[config.mk]
export PLATFORM = sky130hd
export DESIGN_NAME = audio_mixer_tdm
export DESIGN_NICKNAME = d
export VERILOG_FILES = /design/src/rtl/audio_mixer_tdm.sv
export SDC_FILE = /design/constraint.sdc
export NUM_CORES = 1
export LEC_CHECK = 0
export ABC_CLOCK_PERIOD_IN_PS = 12400
export BUFFER_PORTS_ARGS = -buffer_cell sky130_fd_sc_hd__buf_4
export CAP_MARGIN = 20
export CELL_PAD_IN_SITES_DETAIL_PLACEMENT = 1
export CELL_PAD_IN_SITES_GLOBAL_PLACEMENT = 1
export CORE_ASPECT_RATIO = 1.4
export CORE_MARGIN = 5
export CORE_UTILIZATION = 35
export CTS_CLUSTER_DIAMETER = 100
export CTS_CLUSTER_SIZE = 24
export DETAILED_ROUTE_END_ITERATION = 6
export PLACE_DENSITY_LB_ADDON = 0.05
export SYNTH_ARGS = -nofsm -noshare
export SYNTH_HDL_FRONTEND = slang
export SYNTH_SLANG_ARGS = --single-unit
export TNS_END_PERCENT = 1
[constraint.sdc]
create_clock -name clk -period 12.4 [get_ports clk]
set_input_delay 2.48 -clock clk [delete_from_list [all_inputs] [get_ports clk]]
set_output_delay 2.48 -clock clk [all_outputs]
set_load 0.005 [all_outputs]
[src/rtl/audio_mixer_tdm.sv]
// rtl/audio_mixer_tdm.sv - N-channel stereo mixer, time-multiplexed MAC per side, saturation, sigma-delta DACs
module audio_mixer_tdm #(
    parameter int NCH = 8,
    parameter int SW  = 8,
    parameter int OW  = 10,
    parameter int CW  = 3
) (
    input  logic              clk,
    input  logic              reset,
    input  logic [NCH*SW-1:0] ch_in,
    input  logic              cfg_we,
    input  logic [CW-1:0]     cfg_ch,
    input  logic [5:0]        cfg_wdata,
    output logic [5:0]        cfg_rdata,
    output logic [OW-1:0]     left,
    output logic [OW-1:0]     right,
    output logic              sample_valid,
    output logic              clip_l,
    output logic              clip_r,
    output logic              dac_l,
    output logic              dac_r
);
    localparam int IW = $clog2(NCH);
    localparam int PW = $clog2(NCH + 1);
    localparam int AW = SW + IW + 1;
    localparam int XW = ((AW > OW) ? AW : OW) + 1;
    localparam logic [XW-1:0] MAXOUT = XW'(2 ** OW - 1);
    localparam logic [CW:0]   NCH_C  = (CW + 1)'(NCH);
    localparam logic [PW-1:0] PH_END = PW'(NCH);

    logic [5:0]    cfg_live [NCH];
    logic [5:0]    cfg_shd  [NCH];
    logic [SW-1:0] snap     [NCH];
    logic [PW-1:0] ph;
    logic          first;
    logic [AW-1:0] acc_l, acc_r;
    logic [OW:0]   sd_l, sd_r;

    logic          cfg_hit;
    logic [IW-1:0] cfg_idx;
    logic [IW-1:0] c_idx;
    logic [4:0]    vol_p1;
    logic [SW+3:0] prod;
    logic [SW-1:0] term;
    logic [XW-1:0] acc_lx, acc_rx;
    logic          sat_l, sat_r;
    logic [OW-1:0] mix_l, mix_r;

    always_comb begin
        cfg_hit   = {1'b0, cfg_ch} < NCH_C;
        cfg_idx   = IW'(cfg_ch);
        cfg_rdata = cfg_hit ? cfg_live[cfg_idx] : 6'd0;
    end

    // vol+1 in 1..16 makes vol=15 a unity gain after the >>4
    always_comb begin
        c_idx  = IW'(ph - PW'(1));
        vol_p1 = {1'b0, cfg_shd[c_idx][3:0]} + 5'd1;
        prod   = {4'b0, snap[c_idx]} * {{(SW - 1){1'b0}}, vol_p1};
        term   = SW'(prod >> 4);
    end

    always_comb begin
        acc_lx = XW'(acc_l);
        acc_rx = XW'(acc_r);
        sat_l  = acc_lx > MAXOUT;
        sat_r  = acc_rx > MAXOUT;
        mix_l  = sat_l ? {OW{1'b1}} : OW'(acc_lx);
        mix_r  = sat_r ? {OW{1'b1}} : OW'(acc_rx);
    end

    always_ff @(posedge clk) begin
        if (reset) begin
            for (int k = 0; k < NCH; k++) begin
                cfg_live[k] <= 6'h3f;
                cfg_shd[k]  <= 6'h3f;
                snap[k]     <= '0;
            end
            ph           <= '0;
            first        <= 1'b1;
            acc_l        <= '0;
            acc_r        <= '0;
            left         <= '0;
            right        <= '0;
            sample_valid <= 1'b0;
            clip_l       <= 1'b0;
            clip_r       <= 1'b0;
        end else begin
            if (cfg_we && cfg_hit)
                cfg_live[cfg_idx] <= cfg_wdata;
            ph <= (ph == PH_END) ? '0 : ph + PW'(1);
            sample_valid <= 1'b0;
            clip_l       <= 1'b0;
            clip_r       <= 1'b0;
            if (ph == '0) begin
                // snapshot sees the live config from before this edge's write
                for (int k = 0; k < NCH; k++) begin
                    snap[k]    <= ch_in[k*SW +: SW];
                    cfg_shd[k] <= cfg_live[k];
                end
                acc_l        <= '0;
                acc_r        <= '0;
                left         <= mix_l;
                right        <= mix_r;
                sample_valid <= !first;
                clip_l       <= !first && sat_l;
                clip_r       <= !first && sat_r;
                first        <= 1'b0;
            end else begin
                if (cfg_shd[c_idx][5])
                    acc_l <= acc_l + AW'(term);
                if (cfg_shd[c_idx][4])
                    acc_r <= acc_r + AW'(term);
            end
        end
    end

    always_ff @(posedge clk) begin
        if (reset) begin
            sd_l  <= '0;
            sd_r  <= '0;
            dac_l <= 1'b0;
            dac_r <= 1'b0;
        end else begin
            sd_l  <= {1'b0, sd_l[OW-1:0]} + {1'b0, left};
            sd_r  <= {1'b0, sd_r[OW-1:0]} + {1'b0, right};
            dac_l <= sd_l[OW];
            dac_r <= sd_r[OW];
        end
    end
endmodule
; After elaboration in Yosys (flattened, before gate mapping)
; Memory sizes are Yosys's and may differ from the RTL's.
; Index checks and enable logic that the tools add are counted.
[totals]
regBits = 76
ramBits = 160
inputBits = 76
output_inout_bits = 31
elab_cells = 81
n_memories = 3
[memory_table]
columns = memory, depth, word_bits, rd, rd_clocked_by_memory_dff, wr, line
row1 = snap, 8, 8, 1, 0, 8, 33  ; logic [SW-1:0] snap [NCH];
row2 = cfg_live, 8, 6, 9, 0, 8, 31  ; logic [5:0] cfg_live [NCH];
row3 = cfg_shd, 8, 6, 1, 0, 8, 32  ; logic [5:0] cfg_shd [NCH];
[op_classes]
addsub = 7
multipliers = 1
magnitude_cmp = 2
eq_ne = 1
mux = 29
n_bitwise = 17
reduce_logical = 8
[ops]
columns = cell, n
row1 = 8-bit 2-to-1 mux, 8
row2 = 6-bit 2-to-1 mux, 9
row3 = 12-bit by 8-bit adder with 12-bit output, 2
row4 = "12-bit by 10-bit > comparator with 1-bit output, second input constant", 2
row5 = 10-bit by 10-bit adder with 11-bit output, 2
row6 = 10-bit 2-to-1 mux, 2
row7 = 1-bit bitwise OR, 16
row8 = 8-bit by 5-bit multiplier with 12-bit output, 1
row9 = 1-bit 2-to-1 mux, 9
row10 = 2-bit OR reduction, 3
row11 = 6-bit OR reduction, 1
row12 = "4-bit by 1-bit adder with 5-bit output, second input constant", 1
row13 = "4-bit by 1-bit adder with 4-bit output, second input constant", 1
row14 = "4-bit equality test, second input constant", 1
row15 = 4-bit zero test, 1
row16 = 3-bit 2-to-1 mux, 1
row17 = "3-bit by 1-bit subtractor with 3-bit output, second input constant", 1
row18 = 1-bit logical AND, 2
row19 = 1-bit zero test, 1
row20 = 1-bit NOT, 1

; Depth between registers and ports, before layout
; Gate-level depths: netlist (run 1).
[logic_depth]
depth_word = 5
ltp_mapped = 34

; Least setup slack after synthesis (run 1)
; Ideal clock, no wire load.
[synth_path]
path_type = register to register
from = reg ph[0]
to = reg acc_l[10]
t_arrival_ps = 7194
required_time_ps = 12107
setup_slack_ps = 4913
path_stages_with_launch = 32
n_path_buf = 2
period_less_slack_ps = 7487
path_cell_list = dfxtp_1 > buf_6 > inv_1 > ha_1 > xor2_1 > buf_6 > mux4_2 > mux2i_2 > inv_1 > ha_1 > xor2_1 > or2_2 > fa_1 > fa_1 > fa_1 > inv_1 > ha_1 > a21o_1 > a21o_1 > a21o_1 > a41o_1 > a41o_1 > o21a_1 > nor2_2 > xnor2_1 > ha_1 > o21a_1 > nor2_1 > a211oi_1 > nand3_1 > xor2_1 > nor2_1
[synth_via]
elab_chain_cells = 5
word_cells_on_any_way = 8
[synth_lines]
columns = item, line
row1 = "start, declared", 34  ; logic [PW-1:0] ph;
row2 = "start signal, assigned", 91  ; ph <= (ph == PH_END) ? '0 : ph + PW'(1);
row3 = 3-bit by 1-bit subtractor with 3-bit output (*), 57  ; c_idx = IW'(ph - PW'(1));
row4 = named net c_idx[0], 41  ; logic [IW-1:0] c_idx;
row5 = memory 8 x 6 bit, -
row6 = 4-bit by 1-bit adder with 5-bit output, 58  ; vol_p1 = {1'b0, cfg_shd[c_idx][3:0]} + 5'd1;
row7 = 8-bit by 5-bit multiplier with 12-bit output, 59  ; prod = {4'b0, snap[c_idx]} * {{(SW - 1){1'b0}}, vol_p1};
row8 = 12-bit by 8-bit adder with 12-bit output, 111  ; acc_l <= acc_l + AW'(term);
row9 = "end signal, assigned", 111
row10 = "end, declared", 36  ; logic [AW-1:0] acc_l, acc_r;
; The timed path passes the listed nets; every way through them passes the cells marked *.
; A chain may end at the register's enable or synchronous reset.

; Worst setup path in the final report (run 1)
; Ends and elaborated chain as after synthesis.

==> results of run 1 <==
==> stage by stage <==
step / utilization [%] / power (mW) / instances / area (sq um) / worst slack [ns]
after global routing: 40.0 / 2.63 / 1601 / 14000 / 3.01
after CTS: 40.0 / 2.47 / 1601 / 14000 / 3.67
final: 40.0 / 2.41 / 1601 / 14000 / 3.83
after floorplan: - / 1.72 / 1057 / 12300 / 4.91
after global placement: 38.9 / 1.96 / 1581 / 13600 / 3.90
after detailed placement: 38.9 / 1.98 / 1581 / 13600 / 3.67
==> layout make-up <==
class	count	area, sq um
fillers	3795	20900
multi-input cells	722	5610
clock buffers	19	348
flip-flops and latches	236	6330
clock inverters	1	30.0
repair buffers	119	893
well taps	456	571
inverters	48	180
==> cell usage after synthesis, types with 13 or more instances <==
cell type and number:
mux4_2 27, fa_1 20, clkbuf_1 37, or2_2 45, inv_1 48, or3_1 49
nor2_1 111, ha_1 60, mux2i_1 17, nand2b_1 21, xnor2_1 27, edfxtp_1 160
nand2_1 50, nor2b_1 35, xor2_1 14, nor3_1 22, a21o_1 13, dfxtp_1 76
a21oi_1 32, a211oi_1 22, and2_1 59
==> cell usage in the layout (no fill, tap or decap), types with 5 or more instances in the layout <==
cell type  count
mux2_2         8
xnor2_1       27
a21o_1        13
mux4_1         7
nor3_1        22
and2_1        59
o21bai_1       8
nand3_1       11
o21ai_0        9
clkbuf_16     13
mux4_2        27
buf_4        119
ha_1          60
dfxtp_1       75
a211oi_1      22
nor3b_1        5
nand2b_1      21
nor2b_1       35
xor2_1        13
mux2i_1       17
fa_1          20
nor2_1       110
o21a_1         6
a21oi_1       32
or2_2         44
nand2_1       50
inv_1         48
a31oi_1        6
or3_1         49
edfxtp_1     160
clkbuf_1       6
==> state kept, by name, summed over array words and instances, names as in the netlist, 4 cells and up <==
signal and cells:
acc_r 12, sd_l 11, snap 64, cfg_shd 48
left 10, acc_l 12, cfg_live 48, sd_r 11
right 10, ph 4
==> how the worst max path moves through the flow <==
| stage | startpoint | endpoint | cells after the start |
|---|---|---|---|
| floorplan | ph[0] | acc_l[10] | 31 |
| CTS | ph[0] | acc_l[10] | 29 |
| global route | ph[0] | acc_l[9] | 32 |
| detailed placement | ph[0] | acc_l[10] | 29 |
| global placement | ph[0] | acc_l[10] | 29 |
| finish | ph[0] | acc_l[10] | 30 |
==> layer usage <==
layer  up-vias  global-route usage (%)  share of wire, %
li1       3894                       -                 -
met1      3945                    17.7                39
met2        81                    31.8                57
met3        26                    1.77               2.3
met4         0                    3.81               1.9
met5         -                       0                 0
==> worst register-to-register path, delay by kind of cell (launching register included) <==
family	cells	cell delay, ns
muxes	2	0.97
DFF	1	0.32
xor gates and xnor gates	3	0.77
buffers and inverters	5	1.19
AOI/OAI and AO/OA	8	1.74
and+or+nand+nor	5	0.72
adders and majority gates	7	2.74
==> power by group through the flow <==
stage | clock (mW) | combinational (mW) | sequential, mW
after floorplan | 0 | 0.729 | 0.989
after global placement | 0 | 0.952 | 1.01
after detailed placement | 0 | 0.971 | 1.01
after CTS | 0.497 | 0.977 | 0.993
after global routing | 0.529 | 1.10 | 1.00
final | 0.472 | 0.949 | 0.989
==> cells by family after synthesis <==
| family | count (synthesis) | synth area share (%) |
|---|---|---|
| muxes | 60 | 8.65 |
| buffers and inverters | 99 | 3.21 |
| DFF | 236 | 51.4 |
| and+or+nand+nor | 419 | 17.8 |
| AOI/OAI and AO/OA | 122 | 6.72 |
| xor gates and xnor gates | 41 | 2.92 |
| adders and majority gates | 80 | 9.35 |
==> results_dict.tcl, run 1 <==
set metrics [dict create \
    status "finished clean" \
    synth_flop_cell "edfxtp_1" \
    min_period_ns 8.57 \
    cts_resized 0 \
    start_util_pct 35.3 \
    drt-pass1-iter-count 4 \
    cp-end-kind "register" \
    max_freq_mhz 117 \
    pin_count 107 \
    die_area_sq_um 39100 \
    ys_ff_latch 236 \
    min_path_cells 1 \
    clock-skew-final_ns 0.0203 \
    grt_start_max_net_pins 79 \
    setup_viol 0 \
    hold_class "reg -> reg" \
    h-tree-depth 1 \
    cts_buffer_depth 3 \
    yosysTopAreaCell "edfxtp_1" \
    ys_seq_area_share_pct 51.4 \
    synth_top_area_share_pct 39.0 \
    switching_share_pct 34.7 \
    drive_gt1_share_pct 19.1 \
    ant_nets 0 \
    crit_type "reg -> reg" \
    cts_buffers 13 \
    timing.rr.start "ph[0]" \
    slowest_stage "mux4_1" \
    synth_area_leaders "edfxtp_1 39%, dfxtp_1 12%, ha_1 6.1%" \
    synthArstFlopShare_pct 0 \
    worstPathRequired_ns 12.76 \
    dr.first_iter.drc_count 304 \
    syn_nets 1213 \
    r2r_end "acc_l[10]" \
    rsz0062_at_grt "no" \
    postCtsSetupBuffers 0 \
    rows 81 \
    critPathMaxStageDelay_ns 0.60 \
    syn_inst 1057 \
    worstSetupStartpointType "register" \
    final_nets 1296 \
    tightestPinTransition_ns 0.979 \
    hold_path_end "dac_l" \
    setup_tns_ns 0 \
    synth_cell_types 54 \
    synth_edf_count 160 \
    crit_arrival_ns 8.93 \
    die_w_microns 169 \
    core_sq_um 34900 \
    critPathMaxFanout 30 \
    io_buffers 106 \
    powerDensity_nw_per_um2 173 \
    cp_num_buf_inv 5 \
    insertion_delay_ns 0.50 \
    root_buffer "clkbuf_16" \
    power.internal_mw 1.57 \
    grtUsageTotal_pct 15.9 \
    clock_power_share_pct 19.6 \
    cts_sinks 236 \
    vias_per_cell 4.96 \
    hold_violations 0 \
    die_height_microns 232 \
    timing.critical_path.mode_cell "ha_1" \
    syn_avg_cell_area_sq_um 11.7 \
    vias 7946 \
    whs_ns 0.453 \
    max_slew_margin_pct 34.8 \
    wl_per_cell_microns 19.1 \
    r2r_slack_ns 3.83 \
    synth_warnings 0 \
    grt-ovfl-total 0 \
    antenna_found_initial 0 \
    dp_hpwl_microns 23500 \
    path_clk_slew_ns 0.10 \
    drc_errors 0 \
    hold_buffers 0 \
    grt_pass1_vias 8755 \
    wirelength_microns 30600 \
    maxSlewViolCount 0 \
    seq_power_share_pct 41.0 \
    syn2layout_area_growth_pct 13.3 \
    syn_area_sq_um 12300 \
    combPwrFrac_pct 39.4 \
    maxCapViolCount 0 \
    grt_pass1_wl_microns 49000 \
    n_antenna_cell 0 \
    holdCritStartpoint "sd_l[10]" \
    cts_tree "done" \
    r2r_cells 30 \
    vdd_ir_drop_max_uv 100 \
    finalCritPeriodShare_pct 69.1 \
    path_delay_family "adder cells" \
    place.gp.congestion 0.785 \
    p_switching_uw 836 \
    p_leak_nw 5.47 \
]
Power figures use the tool's default switching activity.
==> run 2: changes to the inputs <==
ABC_CLOCK_PERIOD_IN_PS = 6900   (was 12400)
clock period = 6.9 ns   (was 12.4 ns; I/O delays follow)
==> run 2 against run 1 <==
Net effect: global-route usage shrank 0.36 points; first-iteration DRC count shrank 18%; cell count grew 1.6%; non-clock buffer count grew 24; critical path type unchanged; largest cell class unchanged.
==> results_dict.tcl, run 2 (same netlist as run 1, synthesis figures left out) <==
set metrics [dict create \
    finalCritPeriodShare_pct 96.1 \
    r2r_cells 27 \
    cts_tree "done" \
    p_leak_nw 5.64 \
    rsz0062_at_grt "yes" \
    path_delay_family "adder cells" \
    cts_buffer_depth 3 \
    io_buffers 106 \
    start_util_pct 35.3 \
    grt_pass1_vias 8937 \
    dr_wl_met3_microns 776 \
    wirelength_microns 30500 \
    drc_errors 0 \
    grt_pass1_wl_microns 48200 \
    status "finished clean" \
    timing.rr.start "ph[0]" \
    seq_power_share_pct 38.4 \
    final_cell_mix "160 x edfxtp_1, 138 x buf_4, 106 x nor2_1, 75 x dfxtp_1, 58 x and2_1" \
    root_buffer "clkbuf_16" \
    hold_class "reg -> reg" \
    setup_viol 0 \
    die_area_sq_um 39100 \
    drt-met1-wl_microns 11800 \
    cts_buffers 14 \
    die_w_microns 169 \
    maxSlewViolCount 0 \
    pin_count 107 \
    core_sq_um 34900 \
    slowest_stage "mux4_2" \
    grt_start_max_net_pins 69 \
    clock_power_share_pct 19.5 \
    crit_type "reg -> reg" \
    syn2layout_area_growth_pct 17.4 \
    cp.depth 27 \
    drive_gt1_share_pct 24.4 \
    drt-pass1-iter-count 4 \
    largest_register_ffs 64 \
    regMostFlops "snap" \
    switching_share_pct 35.0 \
    r2r_slack_ns 0.27 \
    whs_ns 0.455 \
    routed.top_layer "met4" \
    crit_end "acc_l[11]" \
    tightestPinTransition_ns 0.916 \
    p_switching_mw 1.61 \
    r2r_end "acc_l[11]" \
    insertion_delay_ns 0.51 \
    final_common_cell "edfxtp_1" \
    vdd_ir_drop_max_uv 177 \
    crit_start "ph[0]" \
    wl_met2_microns 17500 \
    cp-end-kind "register" \
    maxCapViolCount 0 \
    path_clk_slew_ns 0.10 \
    crit_arrival_ns 7.01 \
    ant_nets 0 \
    place.gp.congestion 0.821 \
    h-tree-depth 1 \
    place_area_sq_um 13800 \
    combPwrFrac_pct 42.0 \
    powerDensity_nw_per_um2 319 \
    hold_violations 0 \
    wl_per_cell_microns 18.8 \
    cp_num_buf_inv 3 \
    vias 8068 \
    max_slew_margin_pct 38.9 \
    vias_per_cell 4.96 \
    n_antenna_cell 0 \
    critPathMaxStageDelay_ns 0.56 \
    grtUsageTotal_pct 15.5 \
    max_freq_mhz 151 \
    dp_hpwl_microns 23400 \
    cts_sinks 236 \
    clock-skew-final_ns 0.0404 \
    reg_top3 "snap x64, cfg_live x48, cfg_shd x48" \
    dr.first_iter.drc_count 250 \
    grt-ovfl-total 0 \
    fin_area_sq_um 14500 \
    min_period_ns 6.63 \
    worstPathRequired_ns 7.28 \
    power.internal_mw 2.99 \
    die_height_microns 232 \
    antenna_found_initial 0 \
    critPathMaxFanout 7 \
    worstSetupStartpointType "register" \
    final_nets 1321 \
    rows 81 \
]
-- run 2: power groups by stage --
stage                     combinational (mW)  clock (mW)  sequential (mW)
after detailed placement                1.84           0             1.81
after floorplan                         1.35           0             1.78
after global placement                  1.80           0             1.80
after global routing                    2.22       0.988             1.79
after CTS                               1.85       0.941             1.78
final                                   1.94       0.900             1.77
-- run 2: layer usage --
layer	up-vias	global-route usage, %
met1	4005	16.8
met2	85	31.7
met3	26	1.79
li1	3952	-
met4	0	3.45
met5	-	0
-- run 2: worst min path at each step --
stage | startpoint | to | slack (ns) | cells after the start
3_3_place_gp | sd_r[10] | dac_r | 0.42 | 1
5_1_grt | sd_l[10] | dac_l | 0.48 | 1
2_1_floorplan | sd_l[10] | dac_l | 0.41 | 1
4_1_cts | sd_r[10] | dac_r | 0.46 | 1
6_report | sd_r[10] | dac_r | 0.45 | 1
3_5_place_dp | sd_r[10] | dac_r | 0.43 | 1
-- run 2: timing repair --
item                       in CTS  in global routing
pin swaps                       0                 32
hold buffers                    0                  0
gates resized for setup         1                 37
setup buffers                   0                 10
setup endpoints to repair       2                 13
-- run 2: cell type report --
cell class                 count  area, sq um
clock buffer                  19          390
clock inverter                 2         31.3
fill                        3788        20400
inverter                      48          184
multi-input combinational    722         5840
sequential                   236         6330
tap                          456          571
timing repair buffer         143         1110
-- run 2: metrics by stage --
stage	utilization [%]	cells	power [mW]	setup TNS [ns]	setup WS, ns
after floorplan	-	1057	3.12	-0.0343	-0.0332
after global placement	39.5	1594	3.60	0	0.215
after detailed placement	39.5	1595	3.65	0	0.000310
after CTS	40.7	1616	4.57	0	0.0436
after global routing	41.5	1626	4.99	-0.234	-0.0584
final	41.5	1626	4.61	0	0.267
==> run 3: changes to the inputs <==
CORE_UTILIZATION = 40   (was 35)
==> run 3 against run 2 <==
Net effect: critical path depth grew 1; cell count shrank 4.1%; sequential power is essentially flat; clock-buffer cell count shrank 2; utilization grew 5.1 points; clock power shrank 5.1%; hold slack gained 0.0014 ns; first-iteration DRC count grew 7.2%; non-clock buffer count grew 2; global-route usage grew 1.7 points.
==> results_dict.tcl, run 3 (same netlist as run 1, synthesis figures left out) <==
set metrics [dict create \
    status "finished clean" \
    wl_met2_microns 16900 \
    critPathMaxStageDelay_ns 0.56 \
    worstPathRequired_ns 7.26 \
    rsz0062_at_grt "yes" \
    start_util_pct 40.2 \
    drive_gt1_share_pct 23.2 \
    post-place-ws_ns -0.0776 \
    crit_end "acc_r[9]" \
    final_nets 1322 \
    final_cell_mix "160 x edfxtp_1, 142 x buf_4, 109 x nor2_1, 75 x dfxtp_1, 59 x and2_1" \
    vias_per_cell 5.19 \
    root_buffer "clkbuf_16" \
    maxCapViolCount 0 \
    p_leak_nw 5.61 \
    hold_class "reg -> reg" \
    ant_nets 0 \
    io_buffers 106 \
    critPathMaxFanout 5 \
    die_w_microns 158 \
    timing.rr.start "ph[0]" \
    cts_sinks 236 \
    crit_type "reg -> reg" \
    r2r_end "acc_r[9]" \
    core_sq_um 30600 \
    drc_errors 0 \
    hold_buffers 0 \
    pin_count 107 \
    insertion_delay_ns 0.50 \
    crit_arrival_ns 6.99 \
    dp_hpwl_microns 22500 \
    max_freq_mhz 151 \
    r2r_cells 28 \
    r2r_slack_ns 0.27 \
    worstSetupStartpointType "register" \
    final_common_cell "edfxtp_1" \
    power.internal_mw 2.97 \
    maxSlewViolCount 0 \
    slowest_stage "mux4_2" \
    path_clk_slew_ns 0.10 \
    wirelength_microns 29700 \
    routed.top_layer "met4" \
    wl_per_cell_microns 19.0 \
    largest_register_ffs 64 \
    min_period_ns 6.63 \
    cts_buffer_depth 3 \
    grt_start_max_net_pins 75 \
    fin_ws_ns 0.269 \
    reg_top3 "snap x64, cfg_live x48, cfg_shd x48" \
    combPwrFrac_pct 42.4 \
    powerDensity_nw_per_um2 320 \
    grt_pass1_vias 8825 \
    vias 8090 \
    drt-met1-wl_microns 11700 \
    die_height_microns 218 \
    regMostFlops "snap" \
    cp-end-kind "register" \
    n_antenna_cell 0 \
    p_switching_mw 1.59 \
    grt_pass1_wl_microns 47100 \
    place.gp.congestion 0.815 \
    seq_power_share_pct 38.9 \
    cts_buffers 13 \
    vdd_ir_drop_max_uv 173 \
    drt-pass1-iter-count 4 \
    rows 76 \
    utilization_pct 46.5 \
    switching_share_pct 34.8 \
    hold_violations 0 \
    h-tree-depth 1 \
    setup_viol 0 \
    max_slew_margin_pct 33.9 \
    clock-skew-final_ns 0.0272 \
    grtUsageTotal_pct 17.2 \
    grt-ovfl-total 0 \
    antenna_found_initial 0 \
    finalCritPeriodShare_pct 96.1 \
    die_area_sq_um 34500 \
    dr.first_iter.drc_count 268 \
    syn2layout_area_growth_pct 15.7 \
    clock_power_share_pct 18.7 \
    cts_tree "done" \
    tightestPinTransition_ns 0.992 \
    crit_start "ph[0]" \
    dr_wl_met3_microns 702 \
]
[run 3: changes by cell type in the layout (fill, tap and decap cells not counted), sizes merged]
cell / before / now
inv: 49 / 48
buf: 143 / 145
clkbuf: 19 / 17
bufinv: 0 / 1
[run 3: metal layers]
metal,track usage [%],vias to the layer above
met2,34.1,88
met4,3.10,0
met1,19.7,4027
met5,0,-
li1,-,3953
met3,1.91,22
[run 3: how the worst min path moves through the flow]
stage                        start  endpoint  slack [ns]  cells after the start
after floorplan           sd_l[10]     dac_l        0.41                      1
after global placement    sd_r[10]     dac_r        0.42                      1
after detailed placement  sd_r[10]     dac_r        0.43                      1
after CTS                 sd_r[10]     dac_r        0.46                      1
after global routing      sd_l[10]     dac_l        0.48                      1
final                     sd_r[10]     dac_r        0.46                      1
[run 3: worst max-delay path: cells and delay by family (launching register included)]
family / cells / cell delay, ns
multiplexers: 2 / 0.77
AO/OA/AOI/OAI: 6 / 1.08
flip-flops: 1 / 0.36
adder cells (fa/ha/maj): 7 / 2.48
AND/OR/NAND/NOR: 7 / 1.08
XOR/XNOR: 3 / 0.50
buffers and inverters: 3 / 0.24
[run 3: stage by stage]
step	power (mW)	cells	setup TNS [ns]	hold slack, ns	instance area, sq um
finish	4.56	1560	0	0.456	14200
detailed placement	3.69	1529	-0.261	0.426	13700
global placement	3.65	1528	0	0.425	13700
CTS	4.56	1548	0	0.460	14100
global route	4.93	1560	-0.102	0.481	14200
floorplan	3.12	1057	-0.0343	0.414	12400
[run 3: power by group through the flow]
stage	sequential, mW	combinational [mW]	clock, mW
after floorplan	1.78	1.35	0
after global placement	1.80	1.85	0
after detailed placement	1.81	1.88	0
after CTS	1.78	1.90	0.888
after global routing	1.79	2.20	0.943
final	1.77	1.93	0.854
[run 3: timing repair]
item	in CTS	in global routing
resized for setup	1	21
setup endpoints to repair	6	12
pin swaps	1	19
setup buffers	0	13
hold endpoints to repair	0	0
[run 3: area by class of cell]
| class | count | area, sq um |
|---|---|---|
| sequential | 236 | 6330 |
| timing repair buffer | 145 | 1100 |
| inverter | 48 | 184 |
| fill | 3313 | 16400 |
| multi-input combinational | 722 | 5770 |
| clock buffer | 17 | 340 |
| tap | 390 | 488 |
| clock inverter | 2 | 38.8 |
